===== config.mk =====
export PLATFORM = sky130hd
export DESIGN_NAME = fetch_unit
export DESIGN_NICKNAME = d
export VERILOG_FILES = /design/src/rtl/fetch_unit.sv
export SDC_FILE = /design/constraint.sdc
export NUM_CORES = 1
export LEC_CHECK = 0
export CAP_MARGIN = 10
export CORE_ASPECT_RATIO = 0.7
export CORE_MARGIN = 2
export CORE_UTILIZATION = 45
export DETAILED_ROUTE_END_ITERATION = 7
export GPL_TIMING_DRIVEN = 0
export PLACE_DENSITY_LB_ADDON = 0.2
export SLEW_MARGIN = 15
export SYNTH_ARGS = -nofsm -noshare
export SYNTH_HDL_FRONTEND = slang
export SYNTH_SLANG_ARGS = --single-unit

===== constraint.sdc =====
create_clock -name clk -period 1.95 [get_ports clk]
set_input_delay 0.39 -clock clk [delete_from_list [all_inputs] [get_ports clk]]
set_output_delay 0.39 -clock clk [all_outputs]
set_load 0.03 [all_outputs]

===== src/rtl/fetch_unit.sv =====
// fetch_unit: instruction-fetch stage for the 5-stage PA-RISC pipeline.
// Keeps the front/back PC pair that implements the one-instruction branch
// delay slot. It drives the combinational instruction memory and loads the
// IF/ID latch. Hazard stalls are absorbed here. A redirect that arrives
// during a stall is deferred until the stall drops.
// Optional feature macro: FETCH_NULLIFY_EN adds the branch_nullify port.
// With that port, a redirect can squash its delay-slot instruction.
module fetch_unit #(
    parameter int                ADDR_W      = 8,
    parameter int                INSTR_W     = 32,
    parameter logic [ADDR_W-1:0] RESET_FRONT = ADDR_W'(0),
    parameter logic [ADDR_W-1:0] RESET_BACK  = ADDR_W'(4)
) (
    input  logic               clk,
    input  logic               reset,
    input  logic               stall,
    input  logic               branch_taken,
    input  logic [ADDR_W-1:0]  branch_target,
`ifdef FETCH_NULLIFY_EN
    input  logic               branch_nullify,
`endif
    output logic [ADDR_W-1:0]  imem_addr,
    input  logic [INSTR_W-1:0] imem_data,
    output logic [ADDR_W-1:0]  ifid_pc,
    output logic [INSTR_W-1:0] ifid_instr,
    output logic               ifid_valid,
    output logic               redirect_pending,
    output logic [15:0]        fetch_count
);

    localparam logic [0:0] ST_RUN     = 1'b0;
    localparam logic [0:0] ST_PENDING = 1'b1;

    logic [0:0]        state;
    logic [ADDR_W-1:0] front_pc;
    logic [ADDR_W-1:0] back_pc;
    logic [ADDR_W-1:0] pend_target;

    logic              redirect_now;
    logic [ADDR_W-1:0] redirect_target;
    logic              capture_valid;

`ifdef FETCH_NULLIFY_EN
    logic pend_nullify;
    logic slot_nullify;
    logic apply_nullify;

    // A deferred redirect uses the nullify bit that was latched with it.
    // A live redirect uses the port directly.
    assign apply_nullify = (state == ST_PENDING) ? pend_nullify : branch_nullify;
    // The delay slot that follows a nullifying redirect is captured as a bubble.
    assign capture_valid = !slot_nullify;
`else
    assign capture_valid = 1'b1;
`endif

    // A redirect is applied on any unstalled edge.
    // It comes either from a live branch in RUN or from the latched one in PENDING.
    // While PENDING, the live branch inputs are ignored.
    always_comb begin
        redirect_now    = 1'b0;
        redirect_target = branch_target;
        if (!stall) begin
            if (state == ST_PENDING) begin
                redirect_now    = 1'b1;
                redirect_target = pend_target;
            end else if (branch_taken) begin
                redirect_now    = 1'b1;
            end
        end
    end

    assign imem_addr        = front_pc;
    assign redirect_pending = (state == ST_PENDING);

    // Main pipeline step: on an unstalled edge, capture IF/ID and advance the PC pair.
    // On a stalled edge, hold everything and, if needed, latch a redirect for later.
    always_ff @(posedge clk) begin
        if (reset) begin
            state       <= ST_RUN;
            front_pc    <= RESET_FRONT;
            back_pc     <= RESET_BACK;
            pend_target <= '0;
            ifid_pc     <= '0;
            ifid_instr  <= '0;
            ifid_valid  <= 1'b0;
            fetch_count <= 16'd0;
        end else if (!stall) begin
            ifid_pc    <= front_pc;
            ifid_instr <= capture_valid ? imem_data : '0;
            ifid_valid <= capture_valid;
            if (capture_valid) begin
                fetch_count <= fetch_count + 16'd1;
            end
            front_pc <= back_pc;
            back_pc  <= redirect_now ? redirect_target : back_pc + ADDR_W'(4);
            state    <= ST_RUN;
        end else if ((state == ST_RUN) && branch_taken) begin
            pend_target <= branch_target;
            state       <= ST_PENDING;
        end
    end

`ifdef FETCH_NULLIFY_EN
    // Nullify bookkeeping. The latched bit travels with a deferred redirect.
    // The slot flag squashes exactly one unstalled capture after the redirect edge.
    always_ff @(posedge clk) begin
        if (reset) begin
            pend_nullify <= 1'b0;
            slot_nullify <= 1'b0;
        end else if (!stall) begin
            slot_nullify <= redirect_now && apply_nullify;
            pend_nullify <= 1'b0;
        end else if ((state == ST_RUN) && branch_taken) begin
            pend_nullify <= branch_nullify;
        end
    end
`endif

endmodule


==> run metrics, run 1 <==
max-slew violations 0; Max-Cap Viols 0; Finished Layout Cells 550; list of most frequent post-synthesis cells dfxtp_1 (82), nor2_1 (77), mux2i_1 (62); post-synthesis xor/xnor area fraction 2.98%; Cell Chain, Critical Path clkdlybuf4s50_1; dpl cells 534; Final min period 1.87 ns; GRT Util Overall 19.3%; Clock power frac 37.0%; Hold Fails Final Rpt 0; CORE AREA 6850 um^2; RSZ-0062 raised after global routing no; top-area cell type share of the netlist area 50.8%; post-route ant nets 0; DR vias 2713; TritonCTS buffer count 9; Synth area leader dfxtp_1; number of placed I/O pins 110; fillers 550; CP delay by family, top buffers and inverters; Leakage 1.98 nW; first-pass GRT wire length 11800 um; post-synthesis mux area share 19.6%; met3 Use GR 6.41%; placed cell area 4420 um^2; Final Cell Area 4640 um^2; largest net degree at the start of global routing 16; DIE AREA 7880 um^2; Synth Area in Compound Gates 5.35%; ys async rst share 0%; Synth-to-Final Area Change 43.7%; met2 Use GR 30.2%; Slew @ Worst Pin 0.558 ns; Final Skew 0.0118 ns; Unique masters post-synth 37; number of diodes 0; Fmax 535 MHz; average cell area after synthesis 9.70 um^2; pwr/cell area 802 nW/um^2; CTS tree yes; worst path arrival time 1.48 ns; relative slew slack 62.8%; CTS Hold Bufs 0; adder-cell share of the synthesized area 0.775%; switching share of power 26.2%; final period utilization 95.8%; H-tree depth 3; HPWL Detailed 5430 um; DR pass1 iterations 5; NetSw 974 uW; clock tree buffer depth 2; number of flops mapped to enable cells by yosys 0; Seq/Total Area, Yosys 50.8%; main area contributors after synthesis dfxtp_1 (51%), mux2i_1 (19%), nor2_1 (9.0%), xor2_1 (2.4%), o21ai_0 (1.5%); initial antenna violation count 0; Crit path largest cell delay 0.70 ns; Reg power frac 48.4%; Gate power share 14.7%; slowest CP cell clkdlybuf4s50_1; nets@finish 497; Yosys warnings 0; Setup Viol. Count Final 0; share of post-route cells with drive strength above 1 6.80%; Yosys reg bits 82; critical path data required time 1.56 ns; CP Max Fanout 5; clock-pin slew on the worst setup and hold paths 0.09 ns; Core Util, Final 67.7%; count leader, synth dfxtp_1; worst-skew pair later-pin latency 0.36 ns; final setup margin 0.0824 ns; Clock Root Buffer clkbuf_8; met1 Usage GRT 24.3%; Worst Setup End Kind primary output; Buf/Inv on CP 1; CTS Sinks 82; Cells after Synth 333; pre-CTS setup slack 0.0177 ns; simple-gate share of the synthesized area 16.8%; vias in the first global route 2432; overall power 3.72 mW; Starting Density 47.1%; crit path launch type flop; drt initial violations 108; synthesized area 3230 um^2; Die W 105 um; grt peak-use layer met2; drc violations 0; crit path kind flop to primary output; status complete, no violations; top_reg_cell synth dfxtp_1; Rows 25; worst hold path type primary input to flop; hold_ws 0.368 ns; routability-driven placement congestion ratio 0.776; VDD IR max 0.535 mV; Routed Wire Length 7440 um; Routed WL per cell 13.5 um; Power Internal 2.75 mW; Overflow after GRT 0; largest family of logic cells by synthesized area multiplexers; Setup TNS Final 0 ns; port bufs 107; syn_nets 379; DIE HEIGHT 74.9 um; Via-to-Cell Ratio 4.93
## cells in the final DEF, fill, tap and decap left out, types with 3 or more instances in the layout
master           instances
buf_2                    8
nand2_1                 13
or3_1                    3
inv_6                    3
clkbuf_1                12
mux2i_1                 62
o21ai_0                 10
nor2_1                  77
and3_1                   5
dfxtp_1                 82
nand3_1                  5
a211oi_1                 3
clkdlybuf4s50_1        104
xor2_1                   9
clkbuf_8                 9
a21oi_1                  8
inv_1                    4
## final timing paths
check,slack [ns],start,depth (start not counted),endpoint
worst max-delay path,0.08,fetch_count[5],1,fetch_count[5]
worst min-delay path,0.37,stall,4,fetch_count[2]
worst max register to register,0.36,fetch_count[4],4,fetch_count[15]
worst min register to register,0.46,ifid_valid,2,ifid_valid
## timing repair
item,CTS,global route
gates cloned,0,0
endpoints found under the setup margin,2,1
setup buffers,0,0
pin swaps,0,0
gates resized for setup,2,1
## cell type report
| cell class | count | area (um^2) | area share, % |
|---|---|---|---|
| multi-input cells | 225 | 1470 | 31.7 |
| inverters | 4 | 15.0 | 0.324 |
| clock buffers | 9 | 124 | 2.67 |
| clock inverters | 7 | 98.8 | 2.13 |
| well taps | 94 | 118 | 2.53 |
| flip-flops and latches | 82 | 1640 | 35.4 |
| plain buffers | 22 | 104 | 2.24 |
| repair buffers | 107 | 1070 | 23.1 |
## power groups by stage
| stage | combinational (mW) | sequential [mW] | clock [mW] |
|---|---|---|---|
| after global routing | 0.587 | 1.81 | 1.47 |
| after floorplan | 0.200 | 1.94 | 0 |
| after detailed placement | 0.548 | 1.84 | 0 |
| after global placement | 0.539 | 1.83 | 0 |
| after CTS | 0.551 | 1.80 | 1.40 |
| final | 0.546 | 1.80 | 1.38 |
## kinds of logic (layout without fill, tap and decap cells)
group           after synthesis  in the layout
simple gates                120            120
flops                        82             82
mux                          63             63
compound gates               29             29
buf+inv                      26            149
xor+xnor                     11             11
fa+ha+maj                     2              2
## state kept, by name, indices dropped and copies added, names as in the netlist
name,count
back_pc,8
pend_target,8
ifid_instr,32
ifid_valid,1
ifid_pc,8
fetch_count,16
redirect_pending,1
imem_addr,8
## metal layers
layer	wire length [um]	up-vias
met1	3410	1258
met4	107	0
met2	3360	90
li1	-	1356
met5	0	-
met3	566	9
(Power assumes the default switching activity.)
==> inputs of run 2 (changes only) <==
==> constraint.sdc (replaced) <==
create_clock -name clk -period 2.05 [get_ports clk]
set_input_delay 0.41 -clock clk [delete_from_list [all_inputs] [get_ports clk]]
set_output_delay 0.41 -clock clk [all_outputs]
set_load 0.03 [all_outputs]
==> run 2 against run 1 <==
Against the previous run: combinational power fell by 4.8%; highest routed layer unchanged; via count rose by 0.41%; wire length barely moved; sequential power fell by 5%; cell area did not move; largest cell class unchanged; sequential cell count did not move.
==> run metrics, run 2 (synthesis gave the netlist of run 1 again) <==
Via-to-Cell Ratio 4.95; first-pass GRT wire length 11800 um; worst r2r path cells 4; Hold Fails Final Rpt 0; CTS tree yes; Setup Viol. Count Final 0; drc violations 0; port bufs 107; relative slew slack 62.5%; number of diodes 0; VDD IR max 0.508 mV; RR Endpoint fetch_count[15]; Worst Setup End Kind primary output; vias in the first global route 2432; Hold Path Stages 4; clock-pin slew on the worst setup and hold paths 0.09 ns; share of post-route cells with drive strength above 1 6.80%; worst path arrival time 1.57 ns; crit path launch type flop; post-route ant nets 0; cts repair resizes 0; TritonCTS buffer count 9; Leakage 1.95 nW; Die W 105 um; CORE AREA 6850 um^2; overall power 3.54 mW; worst-skew pair later-pin latency 0.36 ns; GRT Util Overall 19.3%; clock tree buffer depth 2; largest net degree at the start of global routing 16; initial antenna violation count 0; drt initial violations 108; H-tree depth 3; met1 wire length 3410 um; Starting Density 47.1%; Synth-to-Final Area Change 43.7%; critical path data required time 1.64 ns; CTS Hold Bufs 0; Crit path largest cell delay 0.73 ns; Finished Layout Cells 550; DIE AREA 7880 um^2; final period utilization 96.5%; Clock Root Buffer clkbuf_8; status complete, no violations; Max-Cap Viols 0; Largest register FFs 32; Rows 25; routability-driven placement congestion ratio 0.776; WL met3 598 um; crit path kind flop to primary output; number of placed I/O pins 110; DR WL met2 3330 um; hold_ws 0.387 ns; most common cell after layout, fill and taps aside clkdlybuf4s50_1; Final min period 1.98 ns; pwr/cell area 762 nW/um^2; Final Skew 0.0120 ns; slowest CP cell clkdlybuf4s50_1; CP Max Fanout 6; postcts setup bufs 0; Routed Wire Length 7440 um; Setup TNS Final 0 ns; DR pass1 iterations 5; max-slew violations 0; RR Startpoint fetch_count[4]; CP delay by family, top buffers and inverters; flop2flop setup slack 0.46 ns; dpl cells 534; DR vias 2724; top sig layer met4; DIE HEIGHT 74.9 um; Min-Delay Endpoint fetch_count[2]; HPWL Detailed 5430 um; RSZ-0062 raised after global routing no; most frequent cells in the layout clkdlybuf4s50_1 (107), dfxtp_1 (82), nor2_1 (77), mux2i_1 (62), nand2_1 (13); Largest regs ifid_instr (32), fetch_count (16); Buf/Inv on CP 1; Top reg by flops ifid_instr; CTS Sinks 82; Fmax 505 MHz; nets@finish 497; Slew @ Worst Pin 0.562 ns; worst hold path type primary input to flop; Overflow after GRT 0; Hold Crit Start stall; Cell Chain, Critical Path clkdlybuf4s50_1; Routed WL per cell 13.5 um
## run 2: area by class of cell
type	count	area, um^2
plain buffers	22	104
clock buffers	9	124
clock inverters	7	98.8
fillers	550	2210
inverters	4	15.0
multi-input cells	225	1470
flip-flops and latches	82	1640
well taps	94	118
repair buffers	107	1070
## run 2: metrics by stage
| stage | area, um^2 | utilization, % | worst slack (ns) |
|---|---|---|---|
| detailed placement | 4420 | 64.5 | 0.0977 |
| floorplan | 3230 | - | 0.379 |
| global placement | 4420 | 64.5 | 0.101 |
| CTS | 4640 | 67.7 | 0.0550 |
| global route | 4640 | 67.7 | 0.0155 |
| finish | 4640 | 67.7 | 0.0713 |
## run 2: how the worst max path moves through the flow
stage | from | to | depth (start not counted)
finish | fetch_count[8] | fetch_count[8] | 1
detailed placement | branch_taken | pend_target[0] | 6
global route | fetch_count[8] | fetch_count[8] | 1
CTS | fetch_count[8] | fetch_count[8] | 1
floorplan | fetch_count[4] | fetch_count[15] | 4
global placement | branch_taken | pend_target[5] | 6
## run 2: where the power goes
group / switching (mW) / leakage (nW) / internal, mW
clock: 0.610 / 0.111 / 0.696
sequential: 0.0477 / 0.671 / 1.66
combinational: 0.268 / 1.17 / 0.252
## run 2: layer usage
| metal | vias to the layer above | global-route usage, % |
|---|---|---|
| li1 | 1356 | - |
| met1 | 1258 | 24.3 |
| met2 | 101 | 30.2 |
| met3 | 9 | 6.41 |
| met4 | 0 | 9.63 |
| met5 | - | 0 |
